File: src/rtl/sid_write_queue.sv
// sid_write_queue: decodes two-byte SPI register writes, queues them, and releases one per CLKen.
// Ports: CLK/RSTn clock and async active-low reset; RX_DATA/RX_VALID SPI byte stream;
// CLKen 1 MHz SID enable; CLEAR clears sticky flags; WR/ADDR/DATAW SID write bus;
// LEVEL queue occupancy; OVERFLOW dropped-write flag; FRAME_ERR protocol-violation flag.
module sid_write_queue #(
   parameter int DEPTH = 16,
   parameter int LW = $clog2(DEPTH) + 1
) (
   input  logic          CLK,
   input  logic          RSTn,
   input  logic [7:0]    RX_DATA,
   input  logic          RX_VALID,
   input  logic          CLKen,
   input  logic          CLEAR,
   output logic          WR,
   output logic [4:0]    ADDR,
   output logic [7:0]    DATAW,
   output logic [LW-1:0] LEVEL,
   output logic          OVERFLOW,
   output logic          FRAME_ERR
);
   localparam int AW = $clog2(DEPTH);
   typedef enum logic {IDLE, HAVE_HDR} state_t;
   state_t state;
   logic [4:0] hdr_addr;
   logic [1:0] hdr_msb;
   logic [AW-1:0] rptr, wptr;
   logic [12:0] mem [DEPTH];
   logic is_hdr, push, pop, full, accept, drop, frame_bad;
   assign is_hdr = RX_DATA[7];
   assign push = RX_VALID && state == HAVE_HDR && !is_hdr;
   // pop looks only at the registered LEVEL, so a same-cycle push into an empty queue waits
   assign pop = CLKen && LEVEL != '0;
   assign full = LEVEL == LW'(DEPTH);
   // a full queue still accepts when the head leaves in the same cycle
   assign accept = push && (!full || pop);
   assign drop = push && full && !pop;
   assign frame_bad = RX_VALID && (state == IDLE ? !is_hdr : is_hdr);
   always_ff @(posedge CLK) begin
      if (accept) mem[wptr] <= {hdr_addr, hdr_msb, RX_DATA[5:0]};
   end
   always_ff @(posedge CLK or negedge RSTn) begin
      if (!RSTn) begin
         state <= IDLE;
         hdr_addr <= '0;
         hdr_msb <= '0;
         rptr <= '0;
         wptr <= '0;
         LEVEL <= '0;
         WR <= 1'b0;
         ADDR <= '0;
         DATAW <= '0;
         OVERFLOW <= 1'b0;
         FRAME_ERR <= 1'b0;
      end else begin
         if (RX_VALID) begin
            if (is_hdr) begin
               hdr_addr <= RX_DATA[6:2];
               hdr_msb <= RX_DATA[1:0];
               state <= HAVE_HDR;
            end else state <= IDLE;
         end
         if (accept) wptr <= wptr + AW'(1);
         if (pop) begin
            rptr <= rptr + AW'(1);
            {ADDR, DATAW} <= mem[rptr];
         end
         WR <= pop;
         LEVEL <= LEVEL + LW'(accept) - LW'(pop);
         // set has priority over CLEAR
         OVERFLOW <= drop | (OVERFLOW & ~CLEAR);
         FRAME_ERR <= frame_bad | (FRAME_ERR & ~CLEAR);
      end
   end
endmodule

File: config.mk
export PLATFORM = sky130hd
export DESIGN_NAME = sid_write_queue
export DESIGN_NICKNAME = d
export VERILOG_FILES = /design/src/rtl/sid_write_queue.sv
export SDC_FILE = /design/constraint.sdc
export NUM_CORES = 1
export LEC_CHECK = 0
export BUFFER_PORTS_ARGS = -buffer_cell sky130_fd_sc_hd__buf_4
export CAP_MARGIN = 15
export CORE_MARGIN = 1.5
export CORE_UTILIZATION = 40
export DETAILED_ROUTE_END_ITERATION = 8
export SLEW_MARGIN = 20
export SYNTH_ARGS = -nofsm -noshare
export SYNTH_HDL_FRONTEND = slang
export SYNTH_SLANG_ARGS = --single-unit
File: constraint.sdc
create_clock -name CLK -period 3.09 [get_ports CLK]
set_input_delay 0.618 -clock CLK [delete_from_list [all_inputs] [get_ports CLK]]
set_output_delay 0.618 -clock CLK [all_outputs]
set_load 0.05 [all_outputs]
# After elaboration in Yosys (flattened, before gate mapping)
# Memories as Yosys holds them, arrays and structs flattened. A register that Yosys moved wholly into a read port is not among the register bits.
# Cells that the tools add are included.
[totals] register_bits=24 ramBits=208 output_inout_bits=21 word_cells=38 memories=1
[op_classes] add_sub_neg=4 n_eq_ne=1 mux=4 bitwise=5 reduce_logical=14
[memory_table] memory="mem" words=16 word_bits=13 read_ports=1 rd_ports_with_merged_regs=1 wr=1 line_no="28" rtl="logic [12:0] mem [DEPTH];"
[op_table] op="4-bit by 1-bit adder with 4-bit output, second input constant" n=2
[op_table] op="1-bit logical AND" n=7
[op_table] op="5-bit by 1-bit adder with 5-bit output" n=1
[op_table] op="5-bit equality test, second input constant" n=1
[op_table] op="5-bit nonzero test" n=1
[op_table] op="5-bit by 1-bit subtractor with 5-bit output" n=1
[op_table] op="1-bit zero test" n=4
[op_table] op="1-bit 2-to-1 mux" n=4
[op_table] op="1-bit AND" n=2
[op_table] op="1-bit bitwise OR" n=2
[op_table] op="2-bit AND reduction" n=1
[op_table] op="1-bit logical OR" n=1
[op_table] op="1-bit inverter" n=1

# Logic depth before layout (Yosys ltp)
[depth] depth_word=6 mapped_depth=14

# Least setup slack after synthesis
# No wires, ideal clock.
[synth_timing] kind="register to register" from="register LEVEL[2]" to="memory mem[3][0], enable pin" setup_time_ps=422 arrival_time_ps=2944 required_ps=2668 path_slack_ps=-276 path_stages_with_launch=7 path_buffers=0 synth_period_minus_slack_ps=3366 path_cell_list="dfrtp_1 inv_1 ha_1 nor3b_2 a31oi_1 inv_1 nor4b_1"
[synth_between] elab_chain_cells=6 word_cells_on_any_way=8
[synth_lines] item="start: declaration" line_no="18" rtl="output logic [LW-1:0] LEVEL,"
[synth_lines] item="start signal: assignment" line_no="69" rtl="LEVEL <= LEVEL + LW'(accept) - LW'(pop);"
[synth_lines] item="5-bit equality test or 5-bit nonzero test (tied branches)" line_no="34, 33"
[synth_lines] item="1-bit zero test or 1-bit logical AND (tied branches)" line_no="36, 33"
[synth_lines] item="1-bit logical OR *" line_no="36" rtl="assign accept = push && (!full || pop);"
[synth_lines] item="1-bit logical AND *" line_no="36"
[synth_lines] item="1-bit 2-to-1 mux *" line_no="40" rtl="if (accept) mem[wptr] <= {hdr_addr, hdr_msb, RX_DATA[5:0]};"
[synth_lines] item="1-bit 2-to-1 mux (not written as such) *" line_no="40"
[synth_lines] item="end: declaration" line_no="28"
# Every way passes the cells marked *; elsewhere a longest branch is shown, timed or not.

# Worst setup path after layout
[layout_timing] from="register LEVEL[3]" to="register LEVEL[4]"
[layout_between] elab_chain_cells=6 word_cells_on_any_way=8
[layout_lines] item="5-bit equality test or 5-bit nonzero test (tied branches)" line_no="34, 33"
[layout_lines] item="1-bit zero test or 1-bit logical AND (tied branches)" line_no="36, 33"
[layout_lines] item="1-bit logical OR" line_no="36"
[layout_lines] item="1-bit logical AND" line_no="36"
[layout_lines] item="5-bit by 1-bit adder with 5-bit output" line_no="69"
[layout_lines] item="5-bit by 1-bit subtractor with 5-bit output *" line_no="69"
# Marks and branches as above.
# A chain may end at the register's enable or synchronous reset.

==> flow_metrics.py <==
metrics = {
    "worst_setup_path": {
        "crit_arrival_ns": 3.19,
        "start_kind": "flop",
        "slowest_delay_ns": 0.40,
        "crit_path_max_fanout": 5,
        "reg2reg_depth": 14,
        "cp.required_ns": 3.52,
        "cpMostUsedCell": "inv_1",
        "critPathCaptureType": "flop",
        "cp_slowest_cell": "dfrtp_1",
        "path_class": "reg -> reg",
        "path_cells": "inv_1 > ha_1 > nor3b_2 > a31oi_1 > inv_1 > ha_1 > inv_1 > ha_1 > inv_1 > fa_1 > inv_1 > a21oi_1 > o21bai_1 > xnor2_1",
    },
    "clocking": {
        "h-tree-depth": 1,
        "cts_tree": "built",
        "cts-root-buf": "clkbuf_16",
        "clock_latency_ns": 0.52,
        "clock_sinks": 245,
        "cts-buffers-inserted": 26,
        "cts.repair.resized": 0,
        "clk_pin_slew_worst_paths_ns": 0.06,
        "clockBufferDepth": 3,
        "hold_buffers": 0,
        "postCtsSetupBuffers": 0,
    },
    "grt": {
        "grtUsageMet1": 0.2406,
        "grtUsageMet2": 0.2680,
        "grt.total_usage": 0.1686,
        "antenna_found_initial": 0,
        "grt_pass1_wl_um": 30510,
        "use_met3": 0.03230,
        "busiest_layer": "met2",
        "grt_overflow": 0,
        "grt_pass1_vias": 4874,
        "grt_max_degree": 38,
    },
    "logic_synthesis": {
        "syn-num-nets": 485,
        "syn_avg_cell_area_um2": 20.94,
        "synthCells": 460,
        "yosys_warnings": 0,
        "synth_area_leader_cell": "edfxtp_1",
        "synthesis.area_um2": 9630,
        "synthDistinctLibCells": 39,
        "synth_top_area_frac": 0.6486,
        "seq_area_frac_synth": 0.7447,
        "synth_area_leaders": "edfxtp_1, dfrtp_1, mux4_2",
        "yosys_register_bits": 245,
    },
    "timing": {
        "finalHoldViolations": 0,
        "period_share": 0.8907,
        "setup_tns_ns": 0,
        "clock_skew_ns": 0.008038,
        "relSlewSlack": 0.5763,
        "slew_violations": 0,
        "fmax_ghz": 0.3633,
        "post-route-min-period_ns": 2.752,
        "rsz0062_at_grt": "no",
        "worst_pin_slew_ns": 0.6355,
        "finalSetupViolations": 0,
    },
    "placed_design": {
        "io_buffers": 33,
        "routabilityCongestion": 0.7295,
        "dpl.hpwl_um": 11490,
        "dpl.cell_count": 815,
    },
    "pwr": {
        "pwr-share-comb": 0.277,
        "p_int_mw": 6.838,
        "p_clk_frac": 0.287,
        "switching_share": 0.3106,
        "total_power_mw": 9.918,
        "switchingPower_mw": 3.080,
        "ir_worst_vdd_v": 0.0007211,
        "leakagePower_nw": 3.820,
        "seq_power_share": 0.436,
        "power_density_nw_per_um2": 887.8,
    },
    "detailed_routing": {
        "dr.pass1.iters": 4,
        "vias_per_cell": 5.416,
        "ant_nets": 0,
        "drtIter0Drc": 404,
        "route.detailed.drc": 0,
        "wl_um": 19940,
        "dr_total_vias": 4669,
        "wl_per_cell_um": 23.13,
    },
    "floorplan": {
        "die_area_um2": 25020,
        "pin_count": 34,
        "fp.dieW_um": 158.2,
        "core-area_um2": 23540,
        "die_h_um": 158.2,
        "rows": 56,
        "start_util": 0.4091,
    },
    "hold_path": {
        "hold_class": "in -> async",
    },
    "layout": {
        "antennaDiodeCount": 0,
        "drive_gt1_frac": 0.3002,
        "layout.nets": 549,
        "multi_input_area_um2": 2283,
        "fill_cells": 1986,
        "final_core_util": 0.4745,
        "final_cells": 862,
        "regArea_um2": 7177,
        "area_growth_pct": 15.99,
    },
    "run": {
        "drv_cap": 0,
    },
    "status": {
        "outcome": "complete, no violations",
    },
}
## routing by layer
layer,wire [µm],vias up,share of wire
li1,-,2010,-
met1,9061,2497,0.45
met2,9436,132,0.47
met3,1071,30,0.054
met4,367,0,0.018
met5,0,-,0
## kinds of logic after synthesis
kind of cell / share of synthesized area
adder cells (fa/ha/maj): 0.01637
XOR/XNOR: 0.01000
buffers and inverters: 0.02494
flip-flops: 0.7447
AND/OR/NAND/NOR: 0.02767
AO/OA/AOI/OAI: 0.02754
multiplexers: 0.1488
## critical path, delay by kind of cell (launching register included)
kind | cells | cell delay (ns)
buffers and inverters | 5 | 0.50
AO/OA/AOI/OAI | 3 | 0.35
XOR/XNOR | 1 | 0.13
adder cells (fa/ha/maj) | 4 | 0.98
AND/OR/NAND/NOR | 1 | 0.30
flip-flops | 1 | 0.40
## sequential cells by signal (all words and copies together), names as in the netlist, 2 cells and up
name and flops:
hdr_msb 2, DATAW 8, wptr 4, hdr_addr 5
mem 208, ADDR 5, rptr 4, LEVEL 5
## synth_stat cells
cell type / count
nand4_1: 2
clkbuf_1: 3
o22ai_1: 14
o21ai_0: 3
or2_2: 1
a221oi_1: 11
buf_2: 11
or2b_2: 1
and3b_1: 1
xnor2_1: 8
inv_1: 16
clkbuf_4: 2
nand3b_1: 1
a221oi_2: 2
mux4_1: 11
and2_1: 4
and2_4: 1
a21oi_1: 3
fa_1: 1
nand2_1: 6
and4_1: 4
a31oi_1: 1
a21o_1: 1
nor3b_1: 4
buf_6: 3
nor3b_2: 1
mux4_2: 41
buf_12: 3
dfrtp_1: 37
xor2_1: 3
o21bai_1: 1
clkbuf_2: 1
ha_1: 11
nor2_1: 13
mux2i_1: 13
nor4b_1: 4
edfxtp_1: 208
mux2_2: 8
nand3_1: 1
## stage by stage
stage / setup WS, ns / area (µm²) / hold slack [ns]
after floorplan: -0.2535 / 9657 / 0.3224
after global placement: 0.3838 / 10380 / 0.4999
after detailed placement: 0.3611 / 10380 / 0.5025
after CTS: 0.3379 / 11170 / 0.1149
after global routing: 0.07883 / 11170 / 0.1329
final: 0.3377 / 11170 / 0.1018
## area by class of cell
type / count / area share
clock inverter: 8 / 0.004032
tap: 319 / 0.03573
clock buffer: 39 / 0.06720
timing repair buffer: 59 / 0.04077
inverter: 16 / 0.005376
sequential: 245 / 0.6425
multi-input combinational: 176 / 0.2044
## power by group through the flow
stage / logic, mW / registers (mW) / clock network [mW]
finish: 2.74 / 4.32 / 2.85
global route: 2.94 / 4.38 / 3.05
CTS: 2.78 / 4.33 / 2.91
detailed placement: 2.76 / 4.40 / 0
global placement: 2.73 / 4.38 / 0
floorplan: 1.88 / 4.53 / 0
## cell usage in the layout, fill, tap and decap left out, types with 2 or more instances in the layout
| cell | synthesis | layout |
|---|---|---|
| nor3b_2 | 1 | 5 |
| buf_4 | 0 | 58 |
| nand4_1 | 2 | 2 |
| clkinv_2 | 0 | 6 |
| xor2_1 | 3 | 3 |
| a221oi_1 | 11 | 11 |
| clkbuf_16 | 0 | 27 |
| nor2_1 | 13 | 13 |
| ha_1 | 11 | 11 |
| mux2_2 | 8 | 8 |
| mux4_2 | 41 | 41 |
| o21ai_0 | 3 | 3 |
| clkbuf_1 | 3 | 9 |
| a221oi_2 | 2 | 2 |
| clkbuf_8 | 0 | 3 |
| o22ai_1 | 14 | 14 |
| clkinvlp_4 | 0 | 2 |
| mux2i_1 | 13 | 13 |
| a21oi_1 | 3 | 2 |
| edfxtp_1 | 208 | 208 |
| inv_1 | 16 | 16 |
| dfrtp_1 | 37 | 35 |
| mux4_1 | 11 | 11 |
| and2_1 | 4 | 4 |
| nor4b_2 | 0 | 3 |
| nand2_1 | 6 | 6 |
| and4_1 | 4 | 4 |
| xnor2_1 | 8 | 8 |
## final timing paths
kind	startpoint	end	slack (ns)
min reg2reg	rptr[3]	rptr[3]	0.52
max reg2reg	LEVEL[3]	LEVEL[4]	0.34
min	RSTn	state	0.10
min in group CLK	CLEAR	OVERFLOW	0.31
max in group asynchronous	RSTn	rptr[1]	2.56
max	LEVEL[3]	LEVEL[4]	0.34
Note: power is estimated with default switching activity, not from simulation.
